`src/rtl/icache_fetch_arbiter.sv`:
```
// icache_fetch_arbiter: round-robin arbiter and miss sequencer sharing one icache lookup and one refill port between demand and prefetch.
module icache_fetch_arbiter #(
  parameter int CNT_W = 16
) (
  input  logic             clk,
  input  logic             reset,
  input  logic             flush,
  input  logic [1:0]       req_valid,
  input  logic [31:0]      req_addr0,
  input  logic [31:0]      req_addr1,
  output logic [1:0]       req_ready,
  output logic [1:0]       resp_valid,
  output logic [31:0]      resp_instr,
  output logic [31:0]      resp_addr,
  output logic [31:0]      cache_addr,
  input  logic             cache_hit,
  input  logic [31:0]      cache_instr,
  output logic             mem_req_valid,
  input  logic             mem_req_ready,
  output logic [31:0]      mem_req_addr,
  input  logic             mem_resp_valid,
  input  logic [31:0]      mem_resp_data,
  output logic [CNT_W-1:0] hit_cnt,
  output logic [CNT_W-1:0] miss_cnt
);
  typedef enum logic [2:0] {IDLE, LOOKUP, MISS_REQ, MISS_WAIT, RESP} state_t;
  state_t state_q, state_d;
  logic [31:0] addr_q, addr_d, data_q, data_d;
  logic owner_q, owner_d, rr_last_q, rr_last_d, drop_q, drop_d;
  logic [CNT_W-1:0] hit_cnt_q, hit_cnt_d, miss_cnt_q, miss_cnt_d;
  logic grant, drop_now;
  assign resp_instr   = data_q;
  assign resp_addr    = addr_q;
  assign cache_addr   = addr_q;
  assign mem_req_addr = addr_q;
  assign hit_cnt      = hit_cnt_q;
  assign miss_cnt     = miss_cnt_q;
  always_comb begin
    grant         = &req_valid ? ~rr_last_q : req_valid[1];
    drop_now      = drop_q | flush;
    state_d       = state_q;
    addr_d        = addr_q;
    data_d        = data_q;
    owner_d       = owner_q;
    rr_last_d     = rr_last_q;
    drop_d        = drop_q;
    hit_cnt_d     = hit_cnt_q;
    miss_cnt_d    = miss_cnt_q;
    req_ready     = '0;
    resp_valid    = '0;
    mem_req_valid = 1'b0;
    case (state_q)
      IDLE: if (|req_valid && !flush) begin
        req_ready[grant] = 1'b1;
        addr_d           = grant ? req_addr1 : req_addr0;
        owner_d          = grant;
        state_d          = LOOKUP;
      end
      LOOKUP: if (flush) begin
        state_d = IDLE;
      end else if (cache_hit) begin
        data_d    = cache_instr;
        hit_cnt_d = hit_cnt_q + CNT_W'(!(&hit_cnt_q));
        rr_last_d = owner_q;
        state_d   = RESP;
      end else begin
        miss_cnt_d = miss_cnt_q + CNT_W'(!(&miss_cnt_q));
        state_d    = MISS_REQ;
      end
      MISS_REQ: begin
        mem_req_valid = 1'b1;
        // once the request has issued its beat must be drained even if flushed
        if (mem_req_ready) begin
          drop_d  = flush;
          state_d = MISS_WAIT;
        end else if (flush) begin
          state_d = IDLE;
        end
      end
      MISS_WAIT: begin
        drop_d = drop_now;
        if (mem_resp_valid) begin
          drop_d    = 1'b0;
          state_d   = drop_now ? IDLE : RESP;
          data_d    = drop_now ? data_q : mem_resp_data;
          rr_last_d = drop_now ? rr_last_q : owner_q;
        end
      end
      RESP: begin
        resp_valid[owner_q] = !flush;
        state_d             = IDLE;
      end
      default: state_d = IDLE;
    endcase
  end
  always_ff @(posedge clk) begin
    if (reset) begin
      state_q    <= IDLE;
      addr_q     <= '0;
      data_q     <= '0;
      owner_q    <= 1'b0;
      rr_last_q  <= 1'b1;
      drop_q     <= 1'b0;
      hit_cnt_q  <= '0;
      miss_cnt_q <= '0;
    end else begin
      state_q    <= state_d;
      addr_q     <= addr_d;
      data_q     <= data_d;
      owner_q    <= owner_d;
      rr_last_q  <= rr_last_d;
      drop_q     <= drop_d;
      hit_cnt_q  <= hit_cnt_d;
      miss_cnt_q <= miss_cnt_d;
    end
  end
endmodule

```
`config.mk`:
```
export PLATFORM = sky130hd
export DESIGN_NAME = icache_fetch_arbiter
export DESIGN_NICKNAME = d
export VERILOG_FILES = /design/src/rtl/icache_fetch_arbiter.sv
export SDC_FILE = /design/constraint.sdc
export NUM_CORES = 1
export LEC_CHECK = 0
export ABC_CLOCK_PERIOD_IN_PS = 7600
export CELL_PAD_IN_SITES_DETAIL_PLACEMENT = 1
export CELL_PAD_IN_SITES_GLOBAL_PLACEMENT = 1
export CORE_ASPECT_RATIO = 1.25
export CORE_UTILIZATION = 28
export CTS_CLUSTER_DIAMETER = 150
export DETAILED_ROUTE_END_ITERATION = 7
export PLACE_DENSITY_LB_ADDON = 0.1
export SETUP_SLACK_MARGIN = 0.2
export SYNTH_ARGS = -nofsm -noshare
export SYNTH_HDL_FRONTEND = slang
export SYNTH_SLANG_ARGS = --single-unit
```
`constraint.sdc`:
```
create_clock -name clk -period 7.6 [get_ports clk]
set_clock_uncertainty 0.15 [all_clocks]
set_input_delay 1.52 -clock clk [delete_from_list [all_inputs] [get_ports clk]]
set_output_delay 1.52 -clock clk [all_outputs]
set_load 0.1 [all_outputs]
```
==> results.md, run 1 <==
* Status: completed
* Critical path type: input port to primary output
* Synthesized cell area at roughly 0.0052 sq mm
* Final period util at 75.1%
* Yosys cell types at 45
* Xor/xnor cell area share of the yosys netlist at 2.54%
* GRT Total Usage at around a fifth
* Core area at 0.0181 sq mm
* Hold_ws at 350 ps
* Worst Reg2Reg Path Length in Cells at 8
* Vias at approximately 5300
* # fillers at 2131
* Post-CTS Resized at 0
* Row count at 55
* Most frequent cells in the layout: clkdlybuf4s50_1, dfxtp_1, nor2_1
* Power Density at 218 mW/mm^2
* Endpoint class of the critical path: primary output
* Drt initial violations at approximately 160
* Number of enable flip-flop cells after synthesis at 0
* Gr ovfl total at 0
* Largest family of logic cells by synthesized area: simple AND/OR/NAND/NOR gates
* Area leader, netlist: dfxtp_1
* Chip height at about 150 um
* Async set or reset register ratio after synthesis at 0%
* Share of the synthesized area in the top cell type at 39.6%
* Largest net degree at the start of global routing at 104
* Yosys reg bits at about 100
* Vias in the first global route at 5464
* Min cycle time layout at around 5700 ps
* Root Driver: clkbuf_16
* N_diodes at 0
* Register area share after synthesis at a little under 40%
* First-pass GRT wire length at about 28 mm
* Initial antenna violation count at 0
* Final setup vio count at 0
* Register area at 0.00204 sq mm
* Hold Vio Cnt, Final at 0
* Via density per instance at 4.98
* CTS tree: done
* R2r endpoint: miss_cnt[11]
* WP data required at 5930 ps
* Critical hold path startpoint: resp_instr[0]
* Hold WC Path Type: register to register
* # DRC at 0
* Rel. slew slack at 20.4%
* Synth Area in Simple Gates at 22.3%
* Most common cell after layout, fill and taps aside: clkdlybuf4s50_1
* Bufs on Longest Clock Path at 2
* Synth Net Count at 758
* Synth Area in Compound Gates at 14.7%
* Routed len/inst at 16.8 um
* DRT Pass-1 Iters at 4
* # clock sinks at 102
* Post-CTS Setup Repair Bufs at 0
* Worst R2R Setup Slack at 4760 ps
* Clk slew on worst S/H paths at 70 ps
* Syn. warnings at 0
* Max-cap violations at 0
* Setup TNS at 0 ps
* DIE WIDTH at roughly 120 um
* Fin nets at 965
* RSZ-0062 raised after global routing: false
* R2r startpoint: miss_cnt[2]
* H-Tree Depth at 3
* Full die area at 0.0190 sq mm
* Num CTS Buffers at 9
* Crit start category: input port
* Final ANT Viol Nets at 0
* Post-Syn Area per Cell at 8.37 sq um
* Area Growth Syn to Fin at 57.4%
* Port Buffer Count at 300
* Routability cong. at around 0.76
* Share of cells above drive strength 1 at 3.26%
* Total detailed-routing wirelength at about 18 mm
* Mux share of post-synthesis cell area at about 6.6%
* Syn Inst Count at 617
* Crit-path max FO at 35
* Adder-cell share of the synthesized area at 1.21%
* Initial Util at 28.5%
* Synth Flop Type: dfxtp_1
* Ranking of synthesized cells by area: dfxtp_1, buf_4, mux2i_1
* I/O pins at about 300
* Leakage power total at 0.00279 uW
* Detailed Place HPWL at 13.3 mm
* Data arrival time of the critical path at approximately 4000 ps
* Worst-Margin Slew at 1190 ps
* WHS Path Cells at 2
* CTS hold repair buffers at 0
* Max frequency at 175 MHz
* Final Max Tran Viols at 0
* Max VDD drop at 0.136 mV
* Worst-skew pair later-pin latency at around 350 ps
* Multi-input gate area at ~0.0025 sq mm
* Hold EP: resp_instr[0]
==> power breakdown <==
part           leakage [uW]  switching [uW]  internal (uW)
registers          0.000831            27.9            561
logic               0.00182             529            190
clock network      0.000143             209            255
==> registers in the layout, indices dropped and copies added (netlist names) <==
register and cells:
cache_addr 32, drop_q 1, hit_cnt 16, miss_cnt 16, owner_q 1, resp_instr 32
rr_last_q 1, state_q 3
==> through the flow <==
| step | setup WS, ps | cells | power, uW | utilization, % | area, sq um |
|---|---|---|---|---|---|
| after floorplan | 1400 | 617 | 1160 | - | 5160 |
| after global placement | 1880 | 1041 | 1320 | 43.3 | 7840 |
| after detailed placement | 1880 | 1041 | 1320 | 43.3 | 7840 |
| after CTS | 1860 | 1057 | 1800 | 44.9 | 8130 |
| after global routing | 1800 | 1057 | 1850 | 44.9 | 8130 |
| final | 1890 | 1057 | 1770 | 44.9 | 8130 |
==> layer usage <==
layer,vias up,part of all wire (%),track usage [%]
met2,193,51,33.5
met3,27,8.0,5.68
met1,2515,38,20.4
met4,0,2.4,7.23
met5,-,0,0
li1,2533,-,-
==> worst max path at each step <==
| stage | start | end | slack (ps) | cells past startpoint |
|---|---|---|---|---|
| 5_1_grt | req_valid[1] | req_ready[1] | 1800 | 5 |
| 6_report | req_valid[1] | req_ready[1] | 1890 | 5 |
| 3_3_place_gp | req_valid[1] | req_ready[1] | 1880 | 5 |
| 3_5_place_dp | req_valid[1] | req_ready[1] | 1880 | 5 |
| 2_1_floorplan | flush | resp_valid[0] | 1400 | 2 |
| 4_1_cts | req_valid[1] | req_ready[1] | 1860 | 5 |
==> worst max-delay path: stages <==
cell	delay, ps
clkdlybuf4s50_1	490
a21boi_4	170
buf_4	500
and2_1	210
clkdlybuf4s50_1	1130
==> cells by family after synthesis <==
group | after synthesis
buffers and inverters | 113
AND/OR/NAND/NOR | 244
AO/OA/AOI/OAI | 104
adder cells (fa/ha/maj) | 5
multiplexers | 34
flip-flops | 102
XOR/XNOR | 15
==> final cells by class <==
cell class | instances | area share [%]
tap | 228 | 3.51
inverter | 5 | 0.231
sequential | 102 | 25.1
multi-input combinational | 402 | 30.3
clock buffer | 10 | 2.82
clock inverter | 6 | 0.754
timing repair buffer | 304 | 37.3
==> Yosys cell counts (2+ instances only) <==
cell type and instances:
a211oi_1 32, a21oi_1 20, a311oi_1 32, and3_1 3, and3b_1 2, and4_1 2
buf_1 6, buf_2 4, buf_4 64, clkbuf_1 33, dfxtp_1 102, ha_1 5
inv_1 5, mux2i_1 33, nand2_1 80, nand3_1 16, nand3b_1 2, nand4_1 8
nand4bb_1 2, nor2_1 88, nor2b_1 6, nor3_1 6, nor3b_1 2, nor4_1 4
o21ai_0 8, o31ai_1 7, or3_1 7, or4_1 8, xnor2_1 7, xor2_1 8
Note: power is estimated with default switching activity, not from simulation.
==> inputs of run 2 (changes only) <==
Settings changed: ABC_CLOCK_PERIOD_IN_PS 7600 to 5350, CORE_UTILIZATION 28 to 26.
Clock period 7.6 ns to 5.35 ns, I/O delays scaled along.
==> run 2 against run 1 <==
  * Wire length grew 2.4%
  * Via count decreased by 1.9%
  * Register-to-register slack lost 2300 ps
  * Non-clock buffer count rose by 2
  * Sequential power grew 42%
  * Worst hold slack gained 4.9 ps
  * Critical endpoint is now req_ready[0]
  * First-iteration DRC count is 4.9% lower
  * Combinational power is 42% higher
  * Flip-flop and latch count stayed put
==> results.md, run 2 (synthesized netlist as in run 1, its figures left out) <==
* Core area at 0.0195 sq mm
* # clock sinks at 102
* Power Density at 311 mW/mm^2
* Post-CTS Resized at 0
* DP Cell Count at ~1100
* I/O pins at 301
* H-Tree Depth at 3
* # DRC at 0
* Root Driver: clkbuf_16
* RSZ-0062 raised after global routing: false
* Via density per instance at about 4.7
* Hold Vio Cnt, Final at 0
* Busiest layer in global routing: met2
* Bufs on Longest Clock Path at 2
* Met3 GRT Util at 5.38%
* Endpoint class of the critical path: primary output
* Post-CTS Setup Repair Bufs at 0
* Max frequency at 263 MHz
* Initial antenna violation count at 0
* GR Util met2 at 32.2%
* CTS hold repair buffers at 0
* Critical path type: input port to primary output
* Worst-skew pair later-pin latency at 340 ps
* # fillers at between 2000 and 2500
* Crit path largest cell delay at 590 ps
* Detailed Place HPWL at 13.6 mm
* Crit start category: input port
* Met1 Use GR at 18.9%
* CP bufs+invs at 2
* Full die area at about 0.020 sq mm
* CTS tree: done
* Leakage power total at ~0.0028 uW
* Final ANT Viol Nets at 0
* Routability cong. at 0.736
* Max VDD drop at 0.178 mV
* Status: completed
* Gr ovfl total at 0
* Final cell count without fillers at 1096
* Final Power at around 2600 uW
* Min cycle time layout at 3810 ps
* Initial Util at approximately a quarter
* Routed len/inst at 16.6 um
* Hold_ws at between 300 and 400 ps
* Data arrival time of the critical path at 2590 ps
* Hold WC Path Type: register to register
* N_diodes at 0
* Row count at 57
* Fin nets at roughly 970
* Vias at 5169
* Rel. slew slack at between 10% and 20%
* Drt initial violations at 156
* Vias in the first global route at 5283
* Share of cells above drive strength 1 at 3.97%
* Critical-path cell list: clkdlybuf4s50_1 -> nor2_1 -> and3b_2 -> nor2b_1 -> buf_4
* Delay-heaviest family, CP: buffers and inverters
* Largest net degree at the start of global routing at 104
* Clk slew on worst S/H paths at around 70 ps
* Port Buffer Count at 300
* Total detailed-routing wirelength at between 15 and 20 mm
* DRT Pass-1 Iters at 4
* GRT Total Usage at 17.6%
* Setup TNS at 0 ps
* Max-cap violations at 0
* Chip height at between 150 and 200 um
* Crit-path max FO at 9
* Most frequent cells in the layout: clkdlybuf4s50_1, dfxtp_1, nor2_1
* WP data required at 4130 ps
* Area Growth Syn to Fin at 59.0%
* Critical path's slowest cell: clkdlybuf4s50_1
* Worst-Margin Slew at between 1000 and 1500 ps
* Num CTS Buffers at 9
* First-pass GRT wire length at about 28 mm
* Most common cell after layout, fill and taps aside: clkdlybuf4s50_1
* Final period util at between 70% and 80%
* DIE WIDTH at 128 um
* Final setup vio count at 0
* Final Max Tran Viols at 0
run 2: cell types whose count changed in the layout (fill, tap and decap cells not counted):
cell | previous run | this run
buf_4 | 5 | 11
clkdlybuf4s50_1 | 299 | 295
clkbuf_8 | 0 | 3
clkinv_2 | 3 | 0
clkbuf_1 | 1 | 2
clkinv_4 | 0 | 1
clkinvlp_4 | 1 | 0
inv_6 | 1 | 0
nor4bb_1 | 1 | 0
nor4bb_2 | 0 | 1
run 2: worst min-delay path, delay by kind of cell, from the launching register on:
kind	cells	cell delay, ps
AOI/OAI and AO/OA	1	50
DFF	1	310
and+or+nand+nor	1	100
run 2: area by class of cell:
type | instances | area, sq um | share of cell area, %
repair buffers | 306 | 3040 | 37.0
clock buffers | 14 | 274 | 3.34
flip-flops and latches | 102 | 2040 | 24.9
clock inverters | 2 | 38.8 | 0.473
multi-input cells | 402 | 2470 | 30.1
inverters | 5 | 18.8 | 0.229
well taps | 265 | 332 | 4.04
run 2: worst paths after layout:
path                  start              to  slack [ps]  cells past startpoint
max                   flush    req_ready[0]        1540                      5
min          resp_instr[19]  resp_instr[19]         350                      2
max reg2reg     miss_cnt[4]    miss_cnt[12]        2440                      8
min reg2reg  resp_instr[19]  resp_instr[19]         350                      2
run 2: where the power goes:
group          internal, uW  switching (uW)  total [uW]  leakage, uW
clock                   403             292         695     0.000153
combinational           271             753        1020      0.00184
sequential              797            38.6         836     0.000831
run 2: through the flow:
step	cell area, sq um	worst slack, ps	utilization, %
floorplan	5170	895	-
global placement	7890	1550	40.5
detailed placement	7890	1530	40.5
CTS	8210	1510	42.2
global route	8210	1470	42.2
finish	8210	1540	42.2
run 2: layer usage:
| metal | routed length, um | share of wire, % |
|---|---|---|
| met5 | 0 | 0 |
| met4 | 312 | 1.7 |
| met3 | 1460 | 8.0 |
| met2 | 9410 | 52 |
| met1 | 7050 | 39 |
